--- config.mk ---
export PLATFORM = sky130hd
export DESIGN_NAME = multi_alarm_clock
export DESIGN_NICKNAME = d
export VERILOG_FILES = /design/src/rtl/multi_alarm_clock.sv
export SDC_FILE = /design/constraint.sdc
export NUM_CORES = 1
export LEC_CHECK = 0
export BUFFER_PORTS_ARGS = -buffer_cell sky130_fd_sc_hd__buf_2
export CAP_MARGIN = 20
export CORE_MARGIN = 5
export CORE_UTILIZATION = 60
export DETAILED_ROUTE_END_ITERATION = 10
export PLACE_DENSITY = 0.77
export SLEW_MARGIN = 25
export SYNTH_ARGS = -nofsm -noshare
export SYNTH_HDL_FRONTEND = slang
export SYNTH_SLANG_ARGS = --single-unit
--- constraint.sdc ---
create_clock -name clk -period 10.5 [get_ports clk]
set_input_delay 1.575 -clock clk [delete_from_list [all_inputs] [get_ports clk]]
set_output_delay 1.575 -clock clk [all_outputs]
set_load 0.005 [all_outputs]
--- src/rtl/multi_alarm_clock.sv ---
// Time-of-day clock, stopwatch and NUM_ALARMS alarm channels with snooze and
// auto-timeout. All state advances on a prescaled centisecond tick; the display
// and alarm outputs are registered from next-state values, so each new value
// appears in the cycle directly after the edge that produced it.
module multi_alarm_clock #(
  parameter int unsigned TICKS_PER_CS = 1,
  parameter int unsigned NUM_ALARMS   = 4,
  parameter int unsigned SNOOZE_SEC   = 300,
  parameter int unsigned RING_SEC     = 60
) (
  input  logic                          clk,
  input  logic                          global_reset,
  input  logic [1:0]                    mode,
  input  logic [1:0]                    select,
  input  logic                          increment,
  input  logic [$clog2(NUM_ALARMS)-1:0] alarm_sel,
  input  logic [NUM_ALARMS-1:0]         alarm_enable,
  input  logic                          snooze,
  input  logic                          dismiss,
  input  logic                          sw_clear,
  output logic [6:0]                    ms_out,
  output logic [5:0]                    sec_out,
  output logic [5:0]                    min_out,
  output logic [4:0]                    hour_out,
  output logic [NUM_ALARMS-1:0]         alarm_out,
  output logic                          alarm_any
);

  localparam int unsigned PreW = (TICKS_PER_CS > 1) ? $clog2(TICKS_PER_CS) : 1;
  localparam logic [PreW-1:0] PreLast = PreW'(TICKS_PER_CS - 1);
  localparam logic [15:0] RingLoad   = 16'(RING_SEC);
  localparam logic [15:0] SnoozeLoad = 16'(SNOOZE_SEC);

  localparam logic [1:0] ModeClock     = 2'd0;
  localparam logic [1:0] ModeStopwatch = 2'd1;
  localparam logic [1:0] ModeAlarmEdit = 2'd2;
  localparam logic [1:0] ModeClockEdit = 2'd3;

  localparam logic [1:0] SelNone = 2'd0;
  localparam logic [1:0] SelSec  = 2'd1;
  localparam logic [1:0] SelMin  = 2'd2;
  localparam logic [1:0] SelHour = 2'd3;

  typedef struct packed {
    logic [4:0] hr;
    logic [5:0] mn;
    logic [5:0] sc;
    logic [6:0] cs;
  } tod_t;

  typedef enum logic [1:0] {StIdle, StRinging, StSnoozed} ch_state_e;

  function automatic logic [5:0] wrap60(logic [5:0] v);
    return (v == 6'd59) ? 6'd0 : v + 6'd1;
  endfunction

  function automatic logic [4:0] wrap24(logic [4:0] v);
    return (v == 5'd23) ? 5'd0 : v + 5'd1;
  endfunction

  // One centisecond step with full carry chain and day wrap.
  function automatic tod_t tod_inc(tod_t t);
    tod_t r;
    r = t;
    if (t.cs != 7'd99) begin
      r.cs = t.cs + 7'd1;
    end else begin
      r.cs = 7'd0;
      r.sc = wrap60(t.sc);
      if (t.sc == 6'd59) begin
        r.mn = wrap60(t.mn);
        if (t.mn == 6'd59) begin
          r.hr = wrap24(t.hr);
        end
      end
    end
    return r;
  endfunction

  // Single-field edit: wraps within the field, never carries.
  function automatic tod_t tod_edit(tod_t t, logic [1:0] sel);
    tod_t r;
    r = t;
    case (sel)
      SelSec: begin
        r.sc = wrap60(t.sc);
        r.cs = 7'd0;
      end
      SelMin:  r.mn = wrap60(t.mn);
      SelHour: r.hr = wrap24(t.hr);
      default: r = t;
    endcase
    return r;
  endfunction

  logic [PreW-1:0]       pre_q, pre_d;
  logic                  edit_hold, cs_tick, sec_roll;
  logic                  inc_q, inc_rise;
  logic                  sel_ok;
  tod_t                  clk_q, clk_d;
  tod_t                  sw_q, sw_d;
  logic                  sw_run_q, sw_run_d;
  tod_t                  disp_q, disp_d;
  tod_t                  alm_q [NUM_ALARMS];
  tod_t                  alm_d [NUM_ALARMS];
  logic [NUM_ALARMS-1:0] match;

  // The prescaler freezes with the clock during clock edit, so no tick fires there.
  assign edit_hold = (mode == ModeClockEdit);
  assign cs_tick   = (pre_q == PreLast) && !edit_hold;
  assign sec_roll  = cs_tick && (clk_q.cs == 7'd99);
  assign inc_rise  = increment & ~inc_q;
  assign sel_ok    = 32'(alarm_sel) < NUM_ALARMS;

  // Prescaler next state.
  always_comb begin
    pre_d = pre_q;
    if (!edit_hold) begin
      pre_d = (pre_q == PreLast) ? '0 : pre_q + PreW'(1);
    end
  end

  // Time-of-day next state: tick outside edit, single-field edits inside.
  always_comb begin
    clk_d = clk_q;
    if (cs_tick) begin
      clk_d = tod_inc(clk_q);
    end else if (edit_hold && inc_rise) begin
      clk_d = tod_edit(clk_q, select);
    end
  end

  // Stopwatch next state; clear beats toggle and tick, tick uses the old run flag.
  always_comb begin
    sw_d     = sw_q;
    sw_run_d = sw_run_q;
    if (sw_clear) begin
      sw_d     = '0;
      sw_run_d = 1'b0;
    end else begin
      if (sw_run_q && cs_tick) begin
        sw_d = tod_inc(sw_q);
      end
      if ((mode == ModeStopwatch) && inc_rise) begin
        sw_run_d = ~sw_run_q;
      end
    end
  end

  // Alarm time edits for the selected channel.
  always_comb begin
    for (int i = 0; i < NUM_ALARMS; i++) begin
      alm_d[i] = alm_q[i];
    end
    if ((mode == ModeAlarmEdit) && inc_rise && sel_ok) begin
      alm_d[alarm_sel] = tod_edit(alm_q[alarm_sel], select);
    end
  end

  // Match only on a timekeeping tick landing exactly on an alarm second.
  always_comb begin
    match = '0;
    for (int i = 0; i < NUM_ALARMS; i++) begin
      match[i] = cs_tick && (clk_d.cs == 7'd0) && (clk_d.hr == alm_q[i].hr) &&
                 (clk_d.mn == alm_q[i].mn) && (clk_d.sc == alm_q[i].sc);
    end
  end

  // Display source select from next-state values.
  always_comb begin
    disp_d = clk_d;
    unique case (mode)
      ModeClock, ModeClockEdit: disp_d = clk_d;
      ModeStopwatch:            disp_d = sw_d;
      ModeAlarmEdit: begin
        disp_d    = sel_ok ? alm_d[alarm_sel] : '0;
        disp_d.cs = 7'd0;
      end
      default: disp_d = clk_d;
    endcase
  end

  // Timekeeping, stopwatch, alarm-time and display registers.
  always_ff @(posedge clk) begin
    if (global_reset) begin
      pre_q    <= '0;
      inc_q    <= 1'b0;
      clk_q    <= '0;
      sw_q     <= '0;
      sw_run_q <= 1'b0;
      disp_q   <= '0;
      for (int i = 0; i < NUM_ALARMS; i++) begin
        alm_q[i] <= '0;
      end
    end else begin
      pre_q    <= pre_d;
      inc_q    <= increment;
      clk_q    <= clk_d;
      sw_q     <= sw_d;
      sw_run_q <= sw_run_d;
      disp_q   <= disp_d;
      for (int i = 0; i < NUM_ALARMS; i++) begin
        alm_q[i] <= alm_d[i];
      end
    end
  end

  assign ms_out   = disp_q.cs;
  assign sec_out  = disp_q.sc;
  assign min_out  = disp_q.mn;
  assign hour_out = disp_q.hr;

  for (genvar i = 0; i < NUM_ALARMS; i++) begin : g_chan
    ch_state_e   st_q;
    logic [15:0] ring_q;
    logic [15:0] snz_q;
    logic        out_q;

    // Ring FSM; out_q tracks the next state so it lines up with the display.
    always_ff @(posedge clk) begin
      if (global_reset) begin
        st_q   <= StIdle;
        ring_q <= '0;
        snz_q  <= '0;
        out_q  <= 1'b0;
      end else if (!alarm_enable[i]) begin
        st_q  <= StIdle;
        out_q <= 1'b0;
      end else begin
        unique case (st_q)
          StIdle: begin
            if (match[i]) begin
              st_q   <= StRinging;
              ring_q <= RingLoad;
              out_q  <= 1'b1;
            end else begin
              out_q <= 1'b0;
            end
          end
          StRinging: begin
            if (dismiss) begin
              st_q  <= StIdle;
              out_q <= 1'b0;
            end else if (snooze) begin
              st_q  <= StSnoozed;
              snz_q <= SnoozeLoad;
              out_q <= 1'b0;
            end else if (sec_roll && (ring_q <= 16'd1)) begin
              st_q  <= StIdle;
              out_q <= 1'b0;
            end else if (match[i]) begin
              ring_q <= RingLoad;
              out_q  <= 1'b1;
            end else begin
              if (sec_roll) begin
                ring_q <= ring_q - 16'd1;
              end
              out_q <= 1'b1;
            end
          end
          StSnoozed: begin
            if (dismiss) begin
              st_q  <= StIdle;
              out_q <= 1'b0;
            end else if (sec_roll && (snz_q <= 16'd1)) begin
              st_q   <= StRinging;
              ring_q <= RingLoad;
              out_q  <= 1'b1;
            end else begin
              if (sec_roll) begin
                snz_q <= snz_q - 16'd1;
              end
              out_q <= 1'b0;
            end
          end
          default: begin
            st_q  <= StIdle;
            out_q <= 1'b0;
          end
        endcase
      end
    end

    assign alarm_out[i] = out_q;
  end

  assign alarm_any = |alarm_out;

endmodule

==> results.yml <==
synth:
  async_flop_share: 0
  synth_edf_count: 0
  syn_inst: 2085
  ys.warnings.count: 0
  synth_ff_type: "dfxtp_1"
  ys_types: 99
  synth.avg_cell_area_um2: 7.96
  ys_ff_latch: 282
  synth_nets: 2131
  syn_area_um2: 16600
  seq_area_frac_synth: 0.340
die:
  die_h_um: 176
  ios: 45
  core_um2: 27100
  die_w_um: 176
  start_util: 0.612
  dieArea_um2: 31100
  row_count: 60
worst_hold_path:
  hp-class: "flop to flop"
  min_from: "g_chan[0].ring_q[14]"
cells_and_area:
  regArea_um2: 5650
  drive_gt1_frac: 0.0873
  multi_input_area_um2: 10200
  fillCellCount: 2313
  final_cell_area_um2: 18000
  nNetsFinal: 2107
  syn_to_final_growth_pct: 8.50
worst_setup_path:
  critical_path_class: "primary input to flop"
  slowest_delay_ns: 0.77
  timing.rr.start: "clk_q[13]"
  worst_ep_required_time_ns: 11.01
  cp-startpoint: "mode[0]"
  crit_fanout: 32
  crit_buf_inv: 3
  worst_setup_path_start_kind: "primary input"
  path_cells: "buf_2, ha_1, buf_4, inv_1, nand3_1, o21ai_1, mux2i_1, a2111oi_0, and4_1, a31oi_1, a21boi_2, nor2_1, mux2_2"
  critPathCaptureType: "flop"
  cp.arrival_ns: 6.50
  critPathTopFamily: "compound AO/OA/AOI/OAI gates"
  cp_slowest_cell: "mux2i_1"
clock_tree:
  numCtsBuffers: 30
  cts.repair.resized: 0
  cts_setup_buffers: 0
  path_clk_slew_ns: 0.06
  cts_sinks: 282
  cts_hold_buffers: 0
  cts-root-buf: "clkbuf_16"
  clk_latency_ns: 0.57
  cts.path.max_buffers: 3
  htree_levels: 1
  cts_tree: "yes"
global_route:
  grt_first_pass_wirelength_um: 85900
  grt_overflow: 0
  grt_max_degree: 67
  grt_usage: 0.343
  antenna_found_initial: 1
  grt_pass1_vias: 15163
detailed_routing:
  vias_per_cell: 6.56
  wl_um: 54600
  routedWlPerCell_um: 22.2
  drc: 0
  drt_iter0_markers: 1578
  firstDrtPassIters: 5
  vias: 16131
  ant_nets: 0
pwr:
  p_leak_uw: 0.00676
  powerDensity_nw_per_um2: 135
  ir_worst_vdd_uv: 144
timing:
  fmax_ghz: 0.167
  worstMarginPinSlew_ns: 1.01
  slew_headroom: 0.323
  rsz0062_at_grt: "no"
  hold_viol_final: 0
  finalSetupViolCount: 0
  finalMaxSlewViolations: 0
  clock_skew_ns: 0.0209
  finalCritPeriodShare: 0.571
  fin_tns_setup_ns: 0
  period_needed_ns: 6.00
placed_design:
  placed_cell_area_um2: 16900
  io_buffers: 44
  place_congestion: 1.03
  place_hpwl_um: 40200
outcome:
  status: "completed"
job:
  maxCapViolCount: 0
sequential cells by signal (all words and copies together), names as in the netlist:
name and flops:
g_chan.ring_q 64, g_chan.st_q 8, g_chan.out_q 4, hour_out 5, sec_out 6, alm_q 68
sw_run_q 1, sw_q 24, ms_out 7, g_chan.snz_q 64, inc_q 1, min_out 6
clk_q 24
kinds of logic (layout without fill, tap and decap cells):
group,after synthesis,in the layout,share of synthesized area
and+or+nand+nor,950,950,0.293
AOI/OAI and AO/OA,491,491,0.204
DFF,282,282,0.340
buffers and inverters,180,180,0.0438
xor gates and xnor gates,116,116,0.0612
muxes,36,36,0.0348
adders and majority gates,30,30,0.0226
other,0,1,0
per-layer routing:
metal,GRT usage,vias up,share of wire
met1,0.472,7675,0.43
met3,0.0833,136,0.095
met4,0.111,0,0.036
li1,-,7597,-
met2,0.534,723,0.44
met5,0,-,0
where the power goes:
group / leakage [uW] / internal, uW / switching (uW)
registers: 0.00227 / 1080 / 15.0
clock network: 0.000523 / 672 / 466
logic: 0.00396 / 60.4 / 132
path summary, 6_finish.rpt:
kind	end	slack, ns	cells after the start
setup / recovery	g_chan[3].ring_q[0]	4.50	13
hold reg to reg	g_chan[0].ring_q[14]	0.46	2
setup reg to reg	g_chan[3].ring_q[0]	5.17	11
hold / removal	g_chan[0].ring_q[14]	0.46	2
worst reg2reg max path, stage by stage, from the launching register on:
cell and delay, ns:
dfxtp_1 0.67, ha_1 0.41, and3b_1 0.30, nand3_1 0.30, o21ai_1 0.57, mux2i_1 0.77, a2111oi_0 0.24, and4_1 0.29
a31oi_1 0.74, a21boi_2 0.23, nor2_1 0.50, mux2_2 0.26
placed cells by master (no fill, tap or decap), drive strengths merged, types with 34 or more instances in the layout:
cell,n
o21ai,79
a21oi,139
nor2,244
inv,65
nand3,52
dfxtp,282
nor4,63
xor2,44
clkbuf,39
nand4,35
a211oi,50
nor3,86
xnor2,72
nor2b,34
nand2,211
buf,61
or3,46
layout make-up:
class	instances	area share
Multi-Input combinational cell	1623	0.569
Sequential cell	282	0.314
Clock buffer	39	0.0470
Tap cell	372	0.0258
Timing Repair Buffer	61	0.0197
Inverter	63	0.0131
Clock inverter	17	0.0121
Antenna cell	1	0.000139
Yosys cell counts, drive strengths merged (46+ instances only):
library cell,number,area [um2]
a21oi,139,699
nor3,86,435
o21ai,79,395
or3,46,288
clkbuf,94,353
nor4,63,415
nor2,244,916
inv,62,233
nand3,52,260
nand2,211,792
xnor2,72,631
dfxtp,282,5650
a211oi,50,375
per-stage QoR:
stage / hold slack [ns] / cells / utilization / power (uW) / setup slack (ns)
after detailed placement: 0.454 / 2401 / 0.625 / 1300 / 4.07
after floorplan: 0.436 / 2085 / - / 1240 / 5.68
after CTS: 0.464 / 2457 / 0.664 / 2420 / 4.66
after global placement: 0.451 / 2401 / 0.625 / 1300 / 4.26
final: 0.462 / 2458 / 0.664 / 2420 / 4.50
after global routing: 0.495 / 2458 / 0.664 / 2490 / 4.31
Note: power is estimated with default switching activity, not from simulation.
